**src/rtl/alu_pkg.sv**
```systemverilog
// Shared definitions for the ALU/TMP stage: opcodes, flag bit positions, FSM states.
package alu_pkg;

  localparam logic [2:0] OP_ADD = 3'b000;
  localparam logic [2:0] OP_SHR = 3'b001;
  localparam logic [2:0] OP_SHL = 3'b010;
  localparam logic [2:0] OP_NOT = 3'b011;
  localparam logic [2:0] OP_AND = 3'b100;
  localparam logic [2:0] OP_OR  = 3'b101;
  localparam logic [2:0] OP_XOR = 3'b110;
  localparam logic [2:0] OP_CMP = 3'b111;

  localparam int unsigned FLAG_C = 3;
  localparam int unsigned FLAG_A = 2;
  localparam int unsigned FLAG_E = 1;
  localparam int unsigned FLAG_Z = 0;

  typedef enum logic [1:0] {
    StIdle  = 2'd0,
    StExec  = 2'd1,
    StWrite = 2'd2
  } state_e;

endpackage

```
**src/rtl/alu_comb.sv**
```systemverilog
// Purely combinational ALU: result, carry out and compare/zero flags.
module alu_comb
  import alu_pkg::*;
#(
  parameter int unsigned WIDTH = 8
) (
  input  logic [WIDTH-1:0] a_i,
  input  logic [WIDTH-1:0] b_i,
  input  logic             cin_i,
  input  logic [2:0]       op_i,
  output logic [WIDTH-1:0] r_o,
  output logic             c_o,
  output logic             a_larger_o,
  output logic             eq_o,
  output logic             zero_o
);

  logic [WIDTH:0] sum;

  assign sum = {1'b0, a_i} + {1'b0, b_i} + (WIDTH + 1)'(cin_i);

  // Opcode decode for result and carry out.
  always_comb begin
    r_o = '0;
    c_o = 1'b0;
    case (op_i)
      OP_ADD: begin
        r_o = sum[WIDTH-1:0];
        c_o = sum[WIDTH];
      end
      OP_SHR: begin
        r_o = {cin_i, a_i[WIDTH-1:1]};
        c_o = a_i[0];
      end
      OP_SHL: begin
        r_o = {a_i[WIDTH-2:0], cin_i};
        c_o = a_i[WIDTH-1];
      end
      OP_NOT:  r_o = ~a_i;
      OP_AND:  r_o = a_i & b_i;
      OP_OR:   r_o = a_i | b_i;
      OP_XOR:  r_o = a_i ^ b_i;
      OP_CMP:  r_o = a_i ^ b_i;
      default: r_o = '0;
    endcase
  end

  assign a_larger_o = (a_i > b_i);
  assign eq_o       = (a_i == b_i);
  assign zero_o     = (r_o == '0);

endmodule

```
**src/rtl/alu_tmp_stage.sv**
```systemverilog
// TMP register, ALU sequencing and flag register feeding the accumulator.
// Optional flag-clear input clf_i is present when ALU_CLF_EN is defined.
module alu_tmp_stage
  import alu_pkg::*;
#(
  parameter int unsigned WIDTH = 8
) (
  input  logic             clk_i,
  input  logic             reset_i,
  input  logic [WIDTH-1:0] bus_in_i,
  input  logic             tmp_s_i,
  input  logic             bus1_i,
  input  logic             start_i,
  input  logic [2:0]       op_i,
  input  logic             carry_en_i,
  input  logic             set_flags_i,
`ifdef ALU_CLF_EN
  input  logic             clf_i,
`endif
  output logic             busy_o,
  output logic             done_o,
  output logic [WIDTH-1:0] acc_d_o,
  output logic             acc_s_o,
  output logic [3:0]       flags_o
);

  state_e state_q, state_d;

  logic [WIDTH-1:0] tmp_q, a_q, b_q, res_q;
  logic [2:0]       op_q;
  logic             cin_q, sf_q, acc_s_q;
  logic [3:0]       flags_q, flags_d;

  logic [WIDTH-1:0] alu_r;
  logic             alu_c, alu_a_larger, alu_eq, alu_zero;
  logic             launch;

  assign launch = (state_q == StIdle) && start_i;

  alu_comb #(
    .WIDTH (WIDTH)
  ) u_alu_comb (
    .a_i        (a_q),
    .b_i        (b_q),
    .cin_i      (cin_q),
    .op_i       (op_q),
    .r_o        (alu_r),
    .c_o        (alu_c),
    .a_larger_o (alu_a_larger),
    .eq_o       (alu_eq),
    .zero_o     (alu_zero)
  );

  // FSM state register.
  always_ff @(posedge clk_i) begin
    if (reset_i) state_q <= StIdle;
    else         state_q <= state_d;
  end

  // FSM next state: one operation per IDLE visit, start elsewhere is dropped.
  always_comb begin
    state_d = state_q;
    unique case (state_q)
      StIdle:  if (start_i) state_d = StExec;
      StExec:  state_d = StWrite;
      StWrite: state_d = StIdle;
      default: state_d = StIdle;
    endcase
  end

  // FSM outputs.
  always_comb begin
    busy_o = (state_q == StExec) || (state_q == StWrite);
    done_o = (state_q == StWrite);
  end

  // TMP register loads from the bus in any state.
  always_ff @(posedge clk_i) begin
    if (reset_i)      tmp_q <= '0;
    else if (tmp_s_i) tmp_q <= bus_in_i;
  end

  // Operand snapshot at launch; cin uses the flag value from before the operation.
  always_ff @(posedge clk_i) begin
    if (reset_i) begin
      a_q   <= '0;
      b_q   <= '0;
      op_q  <= OP_ADD;
      cin_q <= 1'b0;
      sf_q  <= 1'b0;
    end else if (launch) begin
      a_q   <= bus1_i ? WIDTH'(1) : tmp_q;
      b_q   <= bus_in_i;
      op_q  <= op_i;
      cin_q <= flags_q[FLAG_C] & carry_en_i;
      sf_q  <= set_flags_i;
    end
  end

  // Result register and write strobe; CMP leaves the accumulator alone.
  always_ff @(posedge clk_i) begin
    if (reset_i) begin
      res_q   <= '0;
      acc_s_q <= 1'b0;
    end else begin
      acc_s_q <= 1'b0;
      if (state_q == StExec && op_q != OP_CMP) begin
        res_q   <= alu_r;
        acc_s_q <= 1'b1;
      end
    end
  end

  // Flag next state; a clear request overrides an EXEC write.
  always_comb begin
    flags_d = flags_q;
    if (state_q == StExec && sf_q) begin
      flags_d[FLAG_C] = alu_c;
      flags_d[FLAG_A] = alu_a_larger;
      flags_d[FLAG_E] = alu_eq;
      flags_d[FLAG_Z] = alu_zero;
    end
`ifdef ALU_CLF_EN
    if (clf_i) flags_d = '0;
`endif
  end

  // Flag register.
  always_ff @(posedge clk_i) begin
    if (reset_i) flags_q <= '0;
    else         flags_q <= flags_d;
  end

  assign acc_d_o = res_q;
  assign acc_s_o = acc_s_q;
  assign flags_o = flags_q;

endmodule

```
**config.mk**
```make
export PLATFORM = sky130hd
export DESIGN_NAME = alu_tmp_stage
export DESIGN_NICKNAME = d
export VERILOG_FILES = /design/src/rtl/alu_pkg.sv /design/src/rtl/alu_comb.sv /design/src/rtl/alu_tmp_stage.sv
export SDC_FILE = /design/constraint.sdc
export NUM_CORES = 1
export LEC_CHECK = 0
export CORE_UTILIZATION = 61
export DETAILED_ROUTE_END_ITERATION = 16
export GPL_TIMING_DRIVEN = 0
export PLACE_DENSITY_LB_ADDON = 0.3
export REMOVE_ABC_BUFFERS = 1
export SLEW_MARGIN = 20
export SYNTH_ARGS = -nofsm -noshare
export SYNTH_HDL_FRONTEND = slang
export SYNTH_SLANG_ARGS = --single-unit
export TNS_END_PERCENT = 10
```
**constraint.sdc**
```tcl
create_clock -name clk_i -period 5 [get_ports clk_i]
set_input_delay 1.5 -clock clk_i [delete_from_list [all_inputs] [get_ports clk_i]]
set_output_delay 1.5 -clock clk_i [all_outputs]
set_load 0.1 [all_outputs]
```
* Word-level counts from Yosys, hierarchy flattened
Cells that the tools add are included.
Storage, ports and cells: bits in registers 44, output and inout port bits 15
Cells by class: $add $sub $neg 2, order comparisons 1, eq/ne operators 12, multiplexer cells 6, bitwise logic cells 5, reduce and logical (&&, ||, !) cells 8
Operator list (number):
- 8-bit case mux with 7 select lines | 1
- 3-bit equality test, second input constant | 4
- 8-bit by 8-bit adder with 9-bit output | 1
- 9-bit by 1-bit adder with 9-bit output | 1
- 8-bit AND | 1
- 8-bit equality test | 1
- 8-bit > comparator | 1
- 8-bit logical NOT | 1
- 8-bit two-way mux | 1
- 8-bit inverter | 1
- 8-bit OR | 1
- 8-bit bitwise XOR | 1
- 3-bit by 2-bit equality test with 1-bit output, second input constant | 2
- 2-bit case mux with 2 select lines | 1
- 3-bit by 1-bit equality test with 1-bit output, second input constant | 1
- 1-bit logical AND | 3
- 3-bit logical NOT | 1
- 3-bit inequality test, second input constant | 1
- 1-bit case mux with 3 select lines | 1
- 2-bit by 1-bit equality test with 1-bit output, second input constant | 1
- 2-bit equality test, second input constant | 1
- 2-bit logical NOT | 1
- 2-bit two-way mux | 1
- 2-bit inequality test, second input constant | 1
- 4 further kinds | 4

* Depth between registers and ports, before layout
Gate-level depths: netlist (run 1).
depth in word-level cells 4, mapped depth 9, mapped depth without buffers 8

* By module
A second synthesis (run 1) with hierarchy kept.
Second synthesis, totals: cell total of the unflattened synthesis 365, area, all modules 2991.6 um^2
By module, submodules not included:
- alu_tmp_stage | times used 1, cells each 188, area an instance 1721.7 um^2, sequential area each 880.8 um^2
- alu_comb | times used 1, cells each 177, area an instance 1270.0 um^2, sequential area each 0.0 um^2

* Worst setup path before layout (run 1)
OpenSTA, ideal clock, no wires.
path kind reg-to-output, from register state_q[0], to output port busy_o, arrival time 1.238 ns, setup slack 2.262 ns, cell stages (with the launch flop) 3, buffers on the path 0, cell sequence dfxtp_1 -> inv_1 -> ha_1
On the way: cells in the longest elaborated chain, start to end 2, elaborated cells on any way between the ends 3, those cells by class eq/ne: 2; reduce/logical: 1
RTL lines:
- start: declaration | line alu_tmp_stage.sv:27 | state_e state_q, state_d;
- start signal: assignment | line alu_tmp_stage.sv:56 | if (reset_i) state_q <= StIdle;
- start signal: assignment | line alu_tmp_stage.sv:57 | else state_q <= state_d;
- 2-bit by 1-bit equality test with 1-bit output / 2-bit equality test (equally long branches) | line alu_tmp_stage.sv:73 | busy_o = (state_q == StExec) || (state_q == StWrite);
- 1-bit logical OR (*) | line alu_tmp_stage.sv:73
- end: declaration | line alu_tmp_stage.sv:20 | output logic busy_o,
Every way passes the cells marked *; elsewhere a longest branch is shown, timed or not.

* Worst setup path in the final report (run 1)
Ends and elaborated chain as after synthesis.

==> results of run 1 <==
cells in the mapped netlist, types with 5 or more instances:
cell	n	area (um2)
nand3b_1	9	67.56
inv_1	23	86.33
ha_1	28	350.3
dfxtp_1	44	880.8
a21oi_1	33	165.2
nand3_1	5	25.02
a211oi_1	9	67.56
nand2b_1	8	50.05
o211ai_1	6	45.04
nor3_1	6	30.03
nor2_1	32	120.1
nand2_1	41	153.9
clkbuf_1	9	33.78
mux2i_1	18	180.2
worst reg2reg max path, cell delays in order, from the launching register on:
cell	delay, ps
dfxtp_1	370
fa_1	500
fa_1	430
xor2_1	170
mux4_2	460
o21a_1	210
and4bb_1	270
o211ai_1	90
o21ai_1	110
per-layer routing:
layer	global-route usage (%)	share of wire, %	up-vias
li1	-	-	1249
met1	35.96	45	1141
met2	43.71	48	86
met3	4.501	5.5	17
met4	9.368	2.0	0
met5	0	0	-
per-stage QoR:
stage,setup WS [ps],utilization [%]
2_1_floorplan,2262,-
3_3_place_gp,1181,70.86
3_5_place_dp,1667,71.36
4_1_cts,1327,73.50
5_1_grt,1255,73.50
6_report,1330,73.50
final timing paths:
kind	startpoint	end	slack, ps	depth (start not counted)
max	state_q[0]$_SDFFE_PP0P_	busy_o	1330	3
min	flags_o[2]$_SDFFE_PP0P_	flags_o[2]$_SDFFE_PP0P_	470	2
max reg2reg	a_q[0]$_SDFFE_PP0P_	flags_o[0]$_SDFFE_PP0P_	2330	8
min reg2reg	flags_o[2]$_SDFFE_PP0P_	flags_o[2]$_SDFFE_PP0P_	470	2
power breakdown:
| part | internal, mW | switching (mW) | leakage [nW] |
|---|---|---|---|
| combinational | 0.133 | 0.256 | 0.884 |
| sequential | 0.381 | 0.0377 | 0.360 |
| clock | 0.113 | 0.123 | 0.0516 |
| total | 0.627 | 0.416 | 1.30 |
kinds of logic after synthesis:
family,Yosys count,share of synthesized area (%)
AOI/OAI and AO/OA,83,19.04
and+or+nand+nor,122,20.56
adders and majority gates,30,13.17
xor gates and xnor gates,4,1.182
buffers and inverters,45,8.357
DFF,44,29.72
muxes,21,7.978
cells in the final DEF (no fill, tap or decap), drive strengths merged, types with 3 or more instances in the layout:
cell / synthesis / routed
a211oi: 10 / 10
a21oi: 34 / 34
a221o: 3 / 3
a31oi: 4 / 4
clkbuf: 12 / 6
clkdlybuf4s50: 0 / 31
dfxtp: 44 / 44
ha: 28 / 28
inv: 24 / 25
mux2i: 18 / 18
nand2: 41 / 41
nand2b: 8 / 8
nand3: 5 / 5
nand3b: 9 / 9
nor2: 32 / 32
nor2b: 4 / 4
nor3: 7 / 7
nor3b: 3 / 3
o211ai: 6 / 6
o21ai: 6 / 6
xor2: 3 / 3
area by class of cell:
class                           count  area share, %
Multi-Input combinational cell    260          55.44
Clock buffer                        6          2.494
Inverter                           24          2.721
Sequential cell                    44          26.61
Clock inverter                      2         0.4157
Timing Repair Buffer               33          10.36
Tap cell                           52          1.965
registers in the layout, indices dropped and copies added (netlist names):
name,count
acc_d_o,8
a_q,8
acc_s_o,1
cin_q,1
flags_o,4
b_q,8
sf_q,1
op_q,3
state_q,2
tmp_q,8
==> results_dict.tcl, run 1 <==
set metrics [dict create \
    drive_gt1_share_pct 5.962 \
    synth-edff-count 0 \
    core.rowCount 24 \
    antenna_cells 0 \
    run_status "complete, no violations" \
    synth-main-ff-cell "dfxtp_1" \
    grt_max_degree 30 \
    synthesis.area_um2 2964 \
    dp_cells 413 \
    setup-tns-final_ps 0 \
    critPathKind "reg -> out" \
    dp_hpwl_um 4701 \
    relSlewSlack_pct 28.77 \
    post_synth_num_cell_types 61 \
    maxSlewViolCount 0 \
    routed_wl_um 6200 \
    crit_family "buffers and inverters" \
    synth_seq_cells 44 \
    tightestPinTransition_ps 1067 \
    grt_pass1_vias 2344 \
    p_leak_nw 1.295 \
    post_drt_wl_per_cell_um 14.73 \
    clock_skew_ps 10.17 \
    die-height_um 71.71 \
    syn_to_final_growth_pct 11.69 \
    ir_drop_mv 0.2993 \
    initial_utilization_pct 65.81 \
    viasPerCell 5.922 \
    period_share_pct 73.40 \
    grt_setup_unrepaired "no" \
    grt_first_pass_wirelength_um 10890 \
    htree_levels 2 \
    ys_seq_area_share_pct 29.72 \
    cap_violations 0 \
    whs_ps 474.0 \
    antenna_found_initial 0 \
    die_area_um2 5142 \
    grt_use_total_pct 26.82 \
    cts_resized 0 \
    grt-ovfl-total 0 \
    cts_buffers 5 \
    power_mw 1.043 \
    p_per_area_nw_per_um2 315.1 \
    yosysWarnings 0 \
    core-area_um2 4504 \
    layout_min_cycle_time_ps 3670 \
    cts_sinks 44 \
    drc 0 \
    ys_async_sr_fraction_pct 0 \
    endpoint_kind "output pin" \
    cp_max_fo 3 \
    root_buffer "clkbuf_8" \
    drt.antenna.violating_nets 0 \
    port_buffers 32 \
    ios 33 \
    die_x_um 71.71 \
    postCtsSetupBuffers 0 \
    max_freq_mhz 272.5 \
    fill_cells 366 \
    hold_buffers 0 \
    nets 416 \
    drt_iter0_markers 195 \
    cts_tree "done" \
    clk_latency_ps 300 \
    instances_no_fill 421 \
    cts_buffer_depth 2 \
    finalSetupViolCount 0 \
    crit_arrival_ps 2170 \
    gp_congestion 0.9046 \
    via_count 2493 \
    hp-class "reg -> reg" \
    syn_inst 349 \
    multi_input_area_um2 1836 \
    cp_num_buf_inv 2 \
    slowest_delay_ps 1120 \
    regArea_um2 880.8 \
    clkTransAtPathRegs_ps 90 \
    first_pass_iters 4 \
    required_ps 3500 \
    syn_area_per_cell_um2 8.493 \
    placed_area_um2 3214 \
    cp_cell_sequence "inv_1, ha_1, clkdlybuf4s50_1" \
    final_area_um2 3311 \
    hold_viol 0 \
    slowest_stage "clkdlybuf4s50_1" \
    start_kind "flop" \
]
Power figures use the tool's default switching activity.
==> run 2, diff against run 1 <==
--- a/config.mk
+++ b/config.mk
@@ -5,7 +5,7 @@
 export SDC_FILE = /design/constraint.sdc
 export NUM_CORES = 1
 export LEC_CHECK = 0
-export CORE_UTILIZATION = 61
+export CORE_UTILIZATION = 57
 export DETAILED_ROUTE_END_ITERATION = 16
 export GPL_TIMING_DRIVEN = 0
 export PLACE_DENSITY_LB_ADDON = 0.3
==> constraint.sdc (replaced) <==
create_clock -name clk_i -period 3.65 [get_ports clk_i]
set_input_delay 1.095 -clock clk_i [delete_from_list [all_inputs] [get_ports clk_i]]
set_output_delay 1.095 -clock clk_i [all_outputs]
set_load 0.1 [all_outputs]
==> run 2 against run 1 <==
Hold slack better by 1.6 ps; power up 37%; flip-flop and latch count unchanged; worst setup slack worse by 930 ps; design area up 0.49%; first-iteration DRC count down 37%; non-clock buffer count unchanged; cell count up 3.6%; combinational power up 37%.
==> results_dict.tcl, run 2 (synthesis results as in run 1) <==
set metrics [dict create \
    tightestPinTransition_ps 1077 \
    cp_max_fo 3 \
    initial_utilization_pct 61.14 \
    root_buffer "clkbuf_8" \
    drive_gt1_share_pct 5.691 \
    viasPerCell 5.722 \
    grt_pass1_vias 2321 \
    finalSetupViolCount 0 \
    ios 33 \
    run_status "complete, no violations" \
    final_cell_mix "dfxtp_1 (44), nand2_1 (41), a21oi_1 (33)" \
    cts_tree "done" \
    grt_use_total_pct 25.30 \
    cts_sinks 44 \
    htree_levels 2 \
    clkTransAtPathRegs_ps 80 \
    gp_congestion 0.9105 \
    first_pass_iters 4 \
    r2r_slack_ps 980 \
    relSlewSlack_pct 28.11 \
    die_x_um 74.11 \
    grt_max_degree 30 \
    antenna_found_initial 0 \
    worstSetupStartpoint "state_q[1]$_SDFFE_PP0P_" \
    placed_area_um2 3233 \
    cts_buffer_depth 2 \
    via_count 2495 \
    start_kind "flop" \
    drc 0 \
    maxSlewViolCount 0 \
    final_common_cell "dfxtp_1" \
    cap_violations 0 \
    core.rowCount 25 \
    drt_iter0_markers 122 \
    die-height_um 74.11 \
    critPathKind "reg -> out" \
    syn_to_final_growth_pct 12.24 \
    dp_hpwl_um 4761 \
    reg2reg_from "a_q[0]$_SDFFE_PP0P_" \
    grt_first_pass_wirelength_um 10610 \
    max_freq_mhz 307.2 \
    required_ps 2550 \
    port_buffers 32 \
    die_area_um2 5492 \
    final_area_um2 3327 \
    nets 416 \
    p_leak_nw 1.288 \
    antenna_cells 0 \
    setup-tns-final_ps 0 \
    routed_wl_um 6347 \
    clk_latency_ps 300 \
    endpoint_kind "output pin" \
    hp-class "reg -> reg" \
    postCtsSetupBuffers 0 \
    reg2reg_depth 8 \
    ir_drop_mv 0.2320 \
    drt.antenna.violating_nets 0 \
    grt-ovfl-total 0 \
    crit_arrival_ps 2160 \
    reg2reg_to "flags_o[0]$_SDFFE_PP0P_" \
    core-area_um2 4848 \
    layout_min_cycle_time_ps 3255 \
    clock_skew_ps 6.088 \
    grt_setup_unrepaired "no" \
    p_per_area_nw_per_um2 428.2 \
    hold_buffers 0 \
    crit_end "busy_o" \
    cts_resized 0 \
    post_drt_wl_per_cell_um 14.56 \
    cts_buffers 5 \
    power_mw 1.425 \
    period_share_pct 89.17 \
    hold_viol 0 \
]
run 2: layer usage:
| layer | routed length, um | vias up | GRT usage, % |
|---|---|---|---|
| met5 | 0 | - | 0 |
| met4 | 99 | 0 | 8.974 |
| met3 | 369 | 9 | 4.607 |
| met2 | 3055 | 89 | 43.23 |
| met1 | 2822 | 1148 | 31.89 |
| li1 | - | 1249 | - |
run 2: through the flow:
step	hold slack (ps)	setup slack, ps	utilization, %	std cells
final	475.6	395.3	68.62	436
after global routing	500.2	307.2	68.62	436
after CTS	479.5	383.1	68.62	436
after detailed placement	467.9	727.0	66.68	428
after global placement	455.0	229.6	66.22	427
after floorplan	443.9	1183	-	328
run 2: cell type report:
cell class,count,area [um2]
clock buffer,7,86.33
clock inverter,1,7.507
fill,419,1521
inverter,24,90.09
multi-input combinational,260,1836
sequential,44,880.8
tap,67,83.83
timing repair buffer,33,342.8
run 2: worst min path at each step:
stage                     slack [ps]                     from  depth (start not counted)                      end
after floorplan                  440        sf_q$_SDFFE_PP0P_                          2        sf_q$_SDFFE_PP0P_
after global placement           460  flags_o[2]$_SDFFE_PP0P_                          2  flags_o[2]$_SDFFE_PP0P_
after detailed placement         470      b_q[5]$_SDFFE_PP0P_                          2      b_q[5]$_SDFFE_PP0P_
after CTS                        480      b_q[5]$_SDFFE_PP0P_                          2      b_q[5]$_SDFFE_PP0P_
after global routing             500      b_q[5]$_SDFFE_PP0P_                          2      b_q[5]$_SDFFE_PP0P_
final                            480      b_q[5]$_SDFFE_PP0P_                          2      b_q[5]$_SDFFE_PP0P_
run 2: power breakdown:
part | total (mW) | switching [mW] | internal, mW
registers | 0.574 | 0.0520 | 0.522
clock network | 0.320 | 0.166 | 0.154
logic | 0.531 | 0.348 | 0.183
total | 1.42 | 0.566 | 0.859
run 2: critical path: stages (launching register included):
cell and delay, ps:
dfxtp_1 380, inv_1 90, ha_1 270, clkdlybuf4s50_1 1120
